### src/rtl/mux_scan_pkg.sv
// Shared state encoding and default geometry for the mux select scanner.
package mux_scan_pkg;

  typedef enum logic [1:0] {IDLE, SETTLE, SAMPLE, HOLD} scan_state_t;

  localparam int N_IN_DEF  = 4;
  localparam int SEL_W_DEF = 2;

endpackage

### src/rtl/mux_sel_scanner_if.sv
// Select/readback and word-handshake bundle between the scanner, the mux stage and the display stage.
// Optional macro SCAN_PARITY_EN adds the word_par signal.
interface mux_sel_scanner_if
  import mux_scan_pkg::*;
#(
  parameter int N_IN  = N_IN_DEF,
  parameter int SEL_W = SEL_W_DEF
);

  logic [SEL_W-1:0] S;
  logic             O;
  logic [N_IN-1:0]  word_o;
  logic             word_valid;
  logic             word_ready;
`ifdef SCAN_PARITY_EN
  logic             word_par;
`endif

  modport master (
    output S,
    input  O,
    output word_o,
    output word_valid,
    input  word_ready
`ifdef SCAN_PARITY_EN
    ,
    output word_par
`endif
  );

  modport slave (
    input  S,
    output O,
    input  word_o,
    input  word_valid,
    output word_ready
`ifdef SCAN_PARITY_EN
    ,
    input  word_par
`endif
  );

endinterface

### src/rtl/scan_dwell_cnt.sv
// Settle-interval down-counter: load starts a DWELL-cycle window, done marks its final cycle.
module scan_dwell_cnt #(
  parameter int DWELL = 1
) (
  input  logic clk,
  input  logic rstn,
  input  logic load,
  input  logic en,
  output logic done
);

  localparam int CNT_W = $clog2(DWELL + 1);
  // Loading DWELL-1 makes done appear on the DWELL-th enabled cycle after the load.
  localparam logic [CNT_W-1:0] LOAD_VAL = CNT_W'(DWELL - 1);

  logic [CNT_W-1:0] count;

  always_ff @(posedge clk or negedge rstn) begin
    if (!rstn) begin
      count <= '0;
    end else if (load) begin
      count <= LOAD_VAL;
    end else if (en && (count != '0)) begin
      count <= count - CNT_W'(1);
    end
  end

  assign done = (count == '0);

endmodule

### src/rtl/mux_sel_scanner.sv
// Steps the mux select through every input, samples its output after a settle interval and hands the packed word downstream.
// Optional macro SCAN_PARITY_EN adds a registered even-parity bit (word_par) alongside word_o.
module mux_sel_scanner
  import mux_scan_pkg::*;
#(
  parameter int N_IN  = N_IN_DEF,
  parameter int SEL_W = SEL_W_DEF,
  parameter int DWELL = 1
) (
  input  logic              clk,
  input  logic              rstn,
  input  logic              start,
  input  logic              cont,
  output logic              busy,
  mux_sel_scanner_if.master bus
);

  localparam logic [SEL_W-1:0] LAST_SEL = SEL_W'(N_IN - 1);

  scan_state_t      state;
  scan_state_t      next_state;
  logic [SEL_W-1:0] sel;
  logic [N_IN-1:0]  shreg;
  logic [N_IN-1:0]  shreg_next;
  logic [N_IN-1:0]  word_q;
  logic             valid_q;
  logic             busy_q;
  logic             cnt_load;
  logic             cnt_en;
  logic             cnt_done;
  logic             handshake;
  logic             last_sample;

  scan_dwell_cnt #(
    .DWELL(DWELL)
  ) u_dwell (
    .clk  (clk),
    .rstn (rstn),
    .load (cnt_load),
    .en   (cnt_en),
    .done (cnt_done)
  );

  always_comb begin
    next_state      = state;
    cnt_load        = 1'b0;
    cnt_en          = 1'b0;
    handshake       = valid_q && bus.word_ready;
    last_sample     = (state == SAMPLE) && (sel == LAST_SEL);
    shreg_next      = shreg;
    shreg_next[sel] = bus.O;
    case (state)
      IDLE: begin
        if (start) begin
          next_state = SETTLE;
          cnt_load   = 1'b1;
        end
      end
      SETTLE: begin
        cnt_en = 1'b1;
        if (cnt_done) begin
          next_state = SAMPLE;
        end
      end
      SAMPLE: begin
        if (sel == LAST_SEL) begin
          next_state = HOLD;
        end else begin
          next_state = SETTLE;
          cnt_load   = 1'b1;
        end
      end
      HOLD: begin
        if (handshake) begin
          if (cont) begin
            next_state = SETTLE;
            cnt_load   = 1'b1;
          end else begin
            next_state = IDLE;
          end
        end
      end
      default: next_state = IDLE;
    endcase
  end

  always_ff @(posedge clk or negedge rstn) begin
    if (!rstn) begin
      state  <= IDLE;
      busy_q <= 1'b0;
    end else begin
      state  <= next_state;
      busy_q <= (next_state != IDLE);
    end
  end

  // Select only advances out of SAMPLE and returns to 0 solely through the handshake.
  always_ff @(posedge clk or negedge rstn) begin
    if (!rstn) begin
      sel <= '0;
    end else if ((state == SAMPLE) && (sel != LAST_SEL)) begin
      sel <= sel + SEL_W'(1);
    end else if ((state == HOLD) && handshake) begin
      sel <= '0;
    end
  end

  always_ff @(posedge clk or negedge rstn) begin
    if (!rstn) begin
      shreg  <= '0;
      word_q <= '0;
    end else begin
      if (state == SAMPLE) begin
        shreg <= shreg_next;
      end
      if (last_sample) begin
        word_q <= shreg_next;
      end
    end
  end

  // Valid rises one cycle after HOLD entry, so word_o has settled a full cycle before it is offered.
  always_ff @(posedge clk or negedge rstn) begin
    if (!rstn) begin
      valid_q <= 1'b0;
    end else if (handshake) begin
      valid_q <= 1'b0;
    end else if (state == HOLD) begin
      valid_q <= 1'b1;
    end
  end

`ifdef SCAN_PARITY_EN
  logic par_q;

  always_ff @(posedge clk or negedge rstn) begin
    if (!rstn) begin
      par_q <= 1'b0;
    end else if (last_sample) begin
      par_q <= ^shreg_next;
    end
  end

  assign bus.word_par = par_q;
`endif

  assign bus.S          = sel;
  assign bus.word_o     = word_q;
  assign bus.word_valid = valid_q;
  assign busy           = busy_q;

endmodule
### src/flat_wrapper.sv
// flat-port wrapper written by rule: the top's interface ports become plain ports
module mux_sel_scanner_flat import mux_scan_pkg::*;
#(
  parameter int N_IN  = N_IN_DEF,
  parameter int SEL_W = SEL_W_DEF,
  parameter int DWELL = 1
)
  (clk, rstn, start, cont, busy, bus_S, bus_O, bus_word_o, bus_word_valid, bus_word_ready);
  mux_sel_scanner_if #(.N_IN(N_IN), .SEL_W(SEL_W)) bus_i ();
  input  logic clk;
  input  logic rstn;
  input  logic start;
  input  logic cont;
  output logic busy;
  output wire logic [$bits(bus_i.S)-1:0] bus_S;
  input wire logic [$bits(bus_i.O)-1:0] bus_O;
  output wire logic [$bits(bus_i.word_o)-1:0] bus_word_o;
  output wire logic [$bits(bus_i.word_valid)-1:0] bus_word_valid;
  input wire logic [$bits(bus_i.word_ready)-1:0] bus_word_ready;
  assign bus_S = bus_i.S;
  assign bus_i.O = bus_O;
  assign bus_word_o = bus_i.word_o;
  assign bus_word_valid = bus_i.word_valid;
  assign bus_i.word_ready = bus_word_ready;
  mux_sel_scanner #(.N_IN(N_IN), .SEL_W(SEL_W), .DWELL(DWELL)) u_core (.clk(clk), .rstn(rstn), .start(start), .cont(cont), .busy(busy), .bus(bus_i));
endmodule
### config.mk
export PLATFORM = sky130hd
export DESIGN_NAME = mux_sel_scanner_flat
export DESIGN_NICKNAME = d
export VERILOG_FILES = /design/src/rtl/mux_scan_pkg.sv /design/src/rtl/mux_sel_scanner_if.sv /design/src/rtl/scan_dwell_cnt.sv /design/src/rtl/mux_sel_scanner.sv /design/src/flat_wrapper.sv
export SDC_FILE = /design/constraint.sdc
export NUM_CORES = 1
export LEC_CHECK = 0
export ABC_CLOCK_PERIOD_IN_PS = 1700
export BUFFER_PORTS_ARGS = -buffer_cell sky130_fd_sc_hd__buf_4
export CAP_MARGIN = 20
export CORE_UTILIZATION = 51
export DETAILED_ROUTE_END_ITERATION = 10
export PLACE_DENSITY = 0.81
export SETUP_SLACK_MARGIN = 0.3
export SYNTH_ARGS = -nofsm -noshare
export SYNTH_HDL_FRONTEND = slang
export SYNTH_SLANG_ARGS = --single-unit
### constraint.sdc
create_clock -name clk -period 1.7 [get_ports clk]
set_clock_uncertainty 0.1 [all_clocks]
set_input_delay 0.17 -clock clk [delete_from_list [all_inputs] [get_ports clk]]
set_output_delay 0.17 -clock clk [all_outputs]
set_load 0.05 [all_outputs]
Word-level counts from Yosys, hierarchy flattened. Index checks and enable logic that the tools add are counted.

Bits in registers: 15. Bits in latches: 0. RAM bits: 0. ROM bits: 0. Input port bits: 6. Output and inout bits: 8. Logic and storage cells: 48. Memories: 0.

Add/sub/neg operators: 2. Multipliers: 0. Divide/modulo/power cells: 0. $lt $le $gt $ge: 2. Equality and inequality tests: 5. Shift operators: 0. Multiplexer cells: 21. Bitwise logic cells: 0. Reduce and logical (&&, ||, !) cells: 11.

Operators with widths (count): $mux W2 (6); $mux W1 (11); $pmux W2 S4 (1); $reduce_bool A2 Y1 (4); $eq A2 B2 Y1 const B (3); $logic_and A1 B1 Y1 (6); $bwmux W4 (1); $lt A2 B3 Y1 const B (1); $pmux W1 S3 (1); $add A2 B1 Y2 const B (1); $demux W1 S2 (1); $eq A2 B1 Y1 const B (1); $ge A2 B1 Y1 const B (1); $logic_not A2 Y1 (1); $ne A2 B2 Y1 const B (1); $sub A1 B1 Y1 const B (1).

Longest topological paths before layout. Gate-level depths: netlist of run 1.

Word-level depth: 5. Depth in mapped cells: 5. Depth with buffers taken out: 5.

Modules after synthesis. A second synthesis of run 1 with hierarchy kept.

Cells, all modules: 65. Area, all modules: 739.5 µm².

By module, submodules not included: mux_sel_scanner (instances 1, cells each 62, area an instance 698.2 µm², seq. area each 325.3 µm²); scan_dwell_cnt (instances 1, cells each 3, area an instance 41.3 µm², seq. area each 25.0 µm²).

Worst setup path after synthesis of run 1. No wires, ideal clock.

Path kind: reg-to-reg. From: register u_core.sel[0] (netlist: u_core.bus.S[0]). To: register u_core.busy_q (netlist: u_core.busy). Library setup time: 0.124 ns. Arrival: 1.553 ns. Required time: 1.476 ns. Slack: -0.077 ns. Stages on the path, launching flop included: 5. Path buffers: 0. Clock period less this slack: 1.777 ns. Cells stage by stage: dfrtp_1 ha_1 and3b_1 a211o_1 or2_1.

Longest elaborated chain between the ends: 4.

Ends and longest elaborated chain: start, declared (RTL line mux_sel_scanner.sv:22) `logic [SEL_W-1:0] sel;`; start signal, assigned (RTL line mux_sel_scanner.sv:102) `sel <= sel + SEL_W'(1);`; $eq A2 B2 Y1 (RTL line mux_sel_scanner.sv:66) `if (sel == LAST_SEL) begin`; $mux W2 (RTL line mux_sel_scanner.sv:66); $pmux W2 S4 (RTL line mux_sel_scanner.sv:52) `case (state)`; named net u_core.next_state[1] (RTL line mux_sel_scanner.sv:21) `scan_state_t next_state;`; $reduce_bool A2 Y1 (RTL line mux_sel_scanner.sv:93) `busy_q <= (next_state != IDLE);`; end signal, assigned (RTL line mux_sel_scanner.sv:93); end, declared (RTL line mux_sel_scanner.sv:27) `logic busy_q;`.

The timed path passes the listed nets, and every way through them passes these cells. A chain may end at the register's enable or synchronous reset.

Worst setup path in the final report of run 1. Same ends and word-level chain as after synthesis.

==> results, run 1 <==
- The flow ran to the end, and the final reports show no timing, DRC or antenna violations.
- The via count is 534.
- The power density normalized to cell area is 2120 nW/µm².
- The timing-limited maximum frequency is 686 MHz.
- The count of antenna-violating nets left after detailed routing is 0.
- The path class of the tightest hold or removal check is input pin to flip-flop.
- The internal power consumption is 1070 µW.
- The total congestion overflow is 0.
- The worst setup path is launched from a flip-flop.
- The share of total power in the clock network is 0.103.
- The count of state elements after synthesis is 14.
- In this run, CTS created clock tree buffers numbering 3.
- Data on the critical path is required at its endpoint by 1.78 ns.
- After the last flow step, the layout net total stands at 94.
- The first-pass iteration count of the detailed router is 4.
- The worst slew margin relative to its limit is 0.841.
- The count of non-filler cells in the finished layout is 98.
- Data on the critical path arrives at its endpoint at 1.54 ns.
- The wire length of the first global-routing pass is 2280 µm.
- After filler insertion, the fill cell instance count of the layout stands at 89.
- The clock root buffer is sky130_fd_sc_hd__clkbuf_4.
- The count of input and output buffers is 13.
- In the post-synthesis netlist, the biggest area contributors are sky130_fd_sc_hd__dfrtp_1 (49%), sky130_fd_sc_hd__mux2_2 (7.9%), sky130_fd_sc_hd__ha_1 (7.0%).
- The instance count of the mapped netlist is 61.
- In this run the number of H-tree levels came out at 1.
- The number of endpoints with negative hold slack in the final report was 0.
- Of the available clock period, the critical path in the final layout requires 0.858.
- The total of endpoints with negative setup slack in the final report is 0.
- Summed over all instances, the cell type with the most area after synthesis is sky130_fd_sc_hd__dfrtp_1.
- The clock network latency to the later pin of the worst-skew pair is 0.29 ns.
- The actual transition at the worst max-transition pin is 0.238 ns.
- The power share of the combinational group is 0.553.
- TritonCTS built the clock tree.
- The sort of element at the end of the critical path is a flip-flop.
- The number of antenna violations at the first check in global routing is 0.
- The leakage power of the design is 0.000425 µW.
- In the routed layout, each cell is associated on average with a via count of 5.45.
- In this run, placement finished with an instance count of 87.
- The post-synth net total is 71.
- The max-slew violation count is 0.
- The number of global-route vias before repair was 510.
- The power spent charging and discharging nets is 904 µW.
- Setup repair after global routing could not meet its margin everywhere.
- The total number of placement rows is 13.
- The worst hold path cell count is 2.
- In this run, the number of DRC markers left after iteration 0 of detailed routing was 8.
- The average instance area after synthesis is 11.7 µm².
- The leading cell type in the layout, fill and taps excluded is sky130_fd_sc_hd__buf_4.
- The clock passes through at most 2 buffers.
- The type of the worst setup path is flip-flop to flip-flop.
- The cell area after layout is 930 µm².
- The fraction of synthesized cell area taken by the top area cell type is 0.493.
- The sequential share of power is 0.344.
- The final wirelength is 1370 µm.
- Measured along the y axis, the die boundary spans 39.3 µm.
- IR analysis of the VDD net gives a maximum drop of 0.00108 V.
- The aggregate global-route resource usage is 0.233.
- The number of diodes is 0.
- Routability-driven placement finished with a final weighted congestion of 0.853.
- The reg2reg setup slack is 0.24 ns.
- Entering global routing, the biggest net connects 15 pins.
- The layout cell share with drive strength beyond 1 is 0.470.
- The number of synthesis warnings is 0.
- The library cells used most frequently in the layout, excluding fill and tap cells, are sky130_fd_sc_hd__buf_4 (19), sky130_fd_sc_hd__dfrtp_1 (9), sky130_fd_sc_hd__nand2_1 (8).
- Compared with the post-synthesis result, the final layout area differs by 30.8%.
- Measured along the x axis, the die boundary spans 39.3 µm.
- The share of the yosys chip area belonging to registers is 0.493.
- The standard cell core area is 1300 µm².
- In this run, distinct cell masters in the synthesized netlist total 24.
- The reported max-cap violation count is 0.
- The number of top-level pins is 14.
- In the final routed layout, each cell accounts on average for 14.0 µm.
- The minimum clock period is 1.46 ns.
- After detailed routing, the number of remaining DRC violations is 0.
- The worst reg2reg path depth is 4.
- The proportion of total power due to net switching is 0.457.
- The mapped netlist covers 711 µm².
- The total negative slack for setup checks is 0 ns.
- The instance area at placement is 831 µm².
- The full die area is 1550 µm².
- The placed wire-length estimate after detailed placement is 908 µm.
- The number of clock sinks seen by CTS is 14.
- The highest net fanout along the worst path is 5.
- The initial core utilization is 0.546.
- The clock transition time at the flip-flop clock pins of the worst setup and hold paths is 0.09 ns.
==> through the flow <==
stage               total power [µW]  hold WS (ns)   util  worst slack (ns)
global route                    2120       0.00716  0.714             0.192
global placement                1630       -0.0735  0.638             0.229
CTS                             1940       0.00940  0.704             0.243
finish                          1980       0.00795  0.714             0.242
detailed placement              1660       -0.0706  0.638             0.206
floorplan                       1420        -0.226      -             0.137
==> layout make-up <==
type | count | area (µm²) | share of cell area
clock buffer | 4 | 26.3 | 0.0283
inverter | 2 | 7.51 | 0.00808
multi-input combinational | 43 | 368 | 0.396
sequential | 14 | 357 | 0.384
tap | 15 | 18.8 | 0.0202
timing repair buffer | 20 | 153 | 0.164
==> worst paths after layout <==
path,startpoint,to
max in group asynchronous,rstn,u_core.bus.word_valid$_DFFE_PN0P_
max reg2reg,u_core.bus.S[0]$_DFFE_PN0P_,u_core.busy$_DFF_PN0_
min reg2reg,u_core.bus.word_o[0]$_DFFE_PN0P_,u_core.bus.word_o[0]$_DFFE_PN0P_
min,bus_word_ready,u_core.bus.word_valid$_DFFE_PN0P_
min in group asynchronous,rstn,u_core.busy$_DFF_PN0_
max,u_core.bus.S[0]$_DFFE_PN0P_,u_core.busy$_DFF_PN0_
==> sequential cells by signal (all words and copies together), names as in the netlist <==
| register | flops |
|---|---|
| u_core.state | 2 |
| u_core.busy | 1 |
| u_core.bus.word_valid | 1 |
| u_core.bus.S | 2 |
| u_core.u_dwell.count | 1 |
| u_core.shreg | 3 |
| u_core.bus.word_o | 4 |
==> what timing repair did <==
item | 4_1_cts | 5_1_grt
buffers inserted | 6 | 0
endpoints found under the hold margin | 14 | 0
cloned | 0 | 0
setup endpoints to repair | 4 | 10
pin swaps | 1 | 3
hold buffers | 1 | 0
gates resized for setup | 2 | 6
==> power by group through the flow <==
stage | sequential, µW | combinational (µW) | clock, µW
4_1_cts | 668 | 1070 | 204
3_5_place_dp | 689 | 972 | 0
5_1_grt | 708 | 1190 | 223
2_1_floorplan | 933 | 488 | 0
6_report | 680 | 1090 | 204
3_3_place_gp | 671 | 961 | 0
==> metal layers <==
layer / track usage / share of wire
met5: 0 / 0
met4: 0.155 / 0.029
met3: 0.0511 / 0.036
met2: 0.375 / 0.47
met1: 0.275 / 0.47
==> cells by family (layout without fill, tap and decap cells) <==
kind of cell,Yosys count,count (layout),share of synthesized area
fa+ha+maj,4,4,0.0704
simple gates,17,17,0.141
buf+inv,4,26,0.0334
flops,14,14,0.493
compound gates,13,13,0.127
mux,9,9,0.136
==> critical path, cell delays in order (launching register included) <==
cell                      delay (ns)
sky130_fd_sc_hd__dfrtp_2        0.46
sky130_fd_sc_hd__ha_4           0.18
sky130_fd_sc_hd__and3b_1        0.15
sky130_fd_sc_hd__a211o_1        0.23
sky130_fd_sc_hd__or2_1          0.22
==> synth_stat cells <==
cell type / n
sky130_fd_sc_hd__o32a_1: 1
sky130_fd_sc_hd__nand2_1: 8
sky130_fd_sc_hd__nor3_1: 1
sky130_fd_sc_hd__a21oi_1: 2
sky130_fd_sc_hd__and3b_1: 2
sky130_fd_sc_hd__a41oi_1: 1
sky130_fd_sc_hd__or2_1: 1
sky130_fd_sc_hd__mux2i_1: 4
sky130_fd_sc_hd__nor3b_2: 1
sky130_fd_sc_hd__a21boi_0: 1
sky130_fd_sc_hd__buf_6: 1
sky130_fd_sc_hd__nor3b_1: 1
sky130_fd_sc_hd__ha_1: 4
sky130_fd_sc_hd__o21a_1: 1
sky130_fd_sc_hd__dfrtp_1: 14
sky130_fd_sc_hd__and2b_1: 1
sky130_fd_sc_hd__o21ai_0: 4
sky130_fd_sc_hd__a211o_1: 1
sky130_fd_sc_hd__inv_1: 2
sky130_fd_sc_hd__nand2b_1: 1
sky130_fd_sc_hd__nand3b_1: 1
sky130_fd_sc_hd__mux2_2: 5
sky130_fd_sc_hd__buf_2: 1
sky130_fd_sc_hd__o2bb2ai_1: 2
No activity file was read; power rests on OpenSTA's default activity.
==> run 2, diff against run 1 <==
MAX_ROUTING_LAYER = met4   (was not set)
==> run 2 against run 1 <==
  * Largest power group unchanged
  * Count of clock-buffer cells in the layout did not move
  * Sequential share of layout area did not move
  * Worst hold slack barely moved
  * Via count fell by 0.37%
  * Core utilization did not move
  * Cell count did not move
  * Maximum frequency rose by 0.24%
  * Flip-flop and latch count did not move
  * Critical path depth did not move
  * Global-route usage rose by 0.57 points
==> results, run 2 (same netlist as run 1, synthesis figures left out) <==
- Setup repair after global routing could not meet its margin everywhere.
- For this design the ratio of total power to cell area is 2130 nW/µm².
- The type of the worst setup path is flip-flop to flip-flop.
- The total negative slack for setup checks is 0 ns.
- The later pin in the worst-skew pair is clocked with a latency of 0.29 ns.
- Clock tree synthesis found a total of 14 sinks.
- The layout cell share with drive strength beyond 1 is 0.470.
- The number of levels the H-tree was split into is 1.
- The arrival time reported for the critical path endpoint is 1.54 ns.
- The number of antenna violations at the first check in global routing is 0.
- In this run the worst hold path is classified as input pin to flip-flop.
- The initial utilization of the core area, before any placement, comes to 0.546.
- For this design the top-level I/O count stands at 14.
- Dividing the detail-routed wire length by the instance count gives 14.0 µm.
- The routed layout has 532 vias.
- The worst setup path is captured at a flip-flop.
- The highest net fanout along the worst path is 5.
- The clock transition time at the flip-flop clock pins of the worst setup and hold paths is 0.09 ns.
- The layout has 89 filler cells.
- The top cell types in the final layout, fill and taps aside, are sky130_fd_sc_hd__buf_4 (19), sky130_fd_sc_hd__dfrtp_1 (9), sky130_fd_sc_hd__nand2_1 (8).
- The critical path's largest stage delay is 0.46 ns.
- The aggregate global-route resource usage is 0.239.
- The remaining design rule violation count is 0.
- The smallest hold slack is 0.00752 ns.
- During placement, the flow inserted port buffers numbering 13.
- The detail route stage leaves a number of antenna-violating nets equal to 0.
- In the finished design, the share of the clock period the worst path needs comes to 0.856.
- The total of endpoints with negative setup slack in the final report is 0.
- The flow ran to the end, and the final reports show no timing, DRC or antenna violations.
- The maximum root-to-sink buffer count is 2.
- The actual transition at the worst max-transition pin is 0.238 ns.
- Traced cell by cell, the critical path runs through ha_4 > and3b_1 > a211o_1 > or2_1.
- The core region is 1300 µm².
- The congestion estimate from routability-driven global placement came to 0.866.
- The count of routing violations after the opening detailed-route iteration is 7.
- CTS placed an instance of sky130_fd_sc_hd__clkbuf_4 at the clock tree root.
- The total congestion overflow is 0.
- The minimum clock period is 1.45 ns.
- The die outline width is 39.3 µm.
- The full die area is 1550 µm².
- The critical path launch point type is a flip-flop.
- The cell type of the slowest stage on the worst timing path is sky130_fd_sc_hd__dfrtp_2.
- The timing-limited maximum frequency is 687 MHz.
- The worst vdd rail ir drop is 0.00108 V.
- Counting the buffers created by CTS gives 3.
- Leaving out fill and tap cells, the most frequent cell in the layout is sky130_fd_sc_hd__buf_4.
- The first global-routing pass estimated 2280 µm of wire.
- The clock tree from TritonCTS is built.
- The number of diodes is 0.
- The initialized floorplan defines 13 standard-cell rows.
- The wire-length estimate of the detail-placed layout is 908 µm.
- Together, buffers and inverters on the worst path number 0.
- The leakage power of the design is 0.000425 µW.
- On the critical path the largest part of the delay comes from flip-flops.
- The first detailed-routing pass took 4 iterations.
- The number of global-route vias before repair is 511.
- The worst slew margin relative to its limit is 0.841.
- The number of endpoints with negative hold slack in the final report is 0.
- Across the run, the number of max-cap violations was 0.
- The max-slew violation count is 0.
- Compared with the post-synthesis result, the final layout area differs by 30.8%.
- The final-stage net count is 94.
- Using the TritonRoute via totals, the vias-per-cell ratio works out to 5.43.
- In this run the vertical extent of the chip is 39.3 µm.
- The register with the most flip-flops in the layout has 4 of them.
- The data required time of the worst path is 1.78 ns.
- For this block, the routed nets add up to 1380 µm of wire.
- Entering global routing, the biggest net connects 15 pins.
## run 2: cell type report
class	instances	area [µm²]	share of cell area
clock buffers	4	26.3	0.0283
well taps	15	18.8	0.0202
flip-flops and latches	14	357	0.384
multi-input cells	43	368	0.396
repair buffers	20	153	0.164
inverters	2	7.51	0.00808
## run 2: path summary, 6_finish.rpt
check                                                       from                           endpoint  slack (ns)  cells after the start
worst max-delay path                 u_core.bus.S[0]$_DFFE_PN0P_              u_core.busy$_DFF_PN0_        0.25                      4
worst min-delay path                              bus_word_ready  u_core.bus.word_valid$_DFFE_PN0P_       0.008                      2
worst max register to register       u_core.bus.S[0]$_DFFE_PN0P_              u_core.busy$_DFF_PN0_        0.25                      4
worst min register to register  u_core.bus.word_o[0]$_DFFE_PN0P_   u_core.bus.word_o[0]$_DFFE_PN0P_        0.39                      2
max in group asynchronous                                   rstn  u_core.bus.word_valid$_DFFE_PN0P_        1.15                      2
min in group asynchronous                                   rstn              u_core.busy$_DFF_PN0_        0.16                      2
## run 2: layer usage
| layer | wire, µm | track usage | vias up | part of all wire |
|---|---|---|---|---|
| li1 | - | - | 260 | - |
| met1 | 637 | 0.275 | 255 | 0.46 |
| met2 | 650 | 0.375 | 12 | 0.47 |
| met3 | 46 | 0.0511 | 5 | 0.033 |
| met4 | 40 | 0.155 | 0 | 0.029 |
| met5 | 0 | - | - | 0 |
## run 2: through the flow
step                      instance area, µm²  instances  setup WS, ns  power, µW   util
final                                    930         98         0.245       1980  0.714
after global routing                     930         98         0.192       2120  0.714
after CTS                                916         98         0.243       1940  0.704
after detailed placement                 831         87         0.206       1660  0.638
after global placement                   831         87         0.229       1630  0.638
after floorplan                          731         61         0.137       1420      -
## run 2: worst register-to-register path: cells and delay by family (launching register included)
kind                     cells  cell delay (ns)
AO/OA/AOI/OAI                1             0.23
adder cells (fa/ha/maj)      1             0.18
flip-flops                   1             0.46
AND/OR/NAND/NOR              2             0.37
## run 2: power by group
part	leakage (µW)	internal, µW	total, µW	switching (µW)
sequential	0.000161	500	679	179
combinational	0.000250	481	1090	612
clock	0.0000150	91.2	205	114
total	0.000425	1070	1980	905
## run 2: repair_timing
item	4_1_cts	5_1_grt
gates resized for setup	2	6
setup buffers	6	0
endpoints found under the hold margin	14	0
pin swaps	1	3
setup endpoints to repair	4	10
hold buffers	1	0
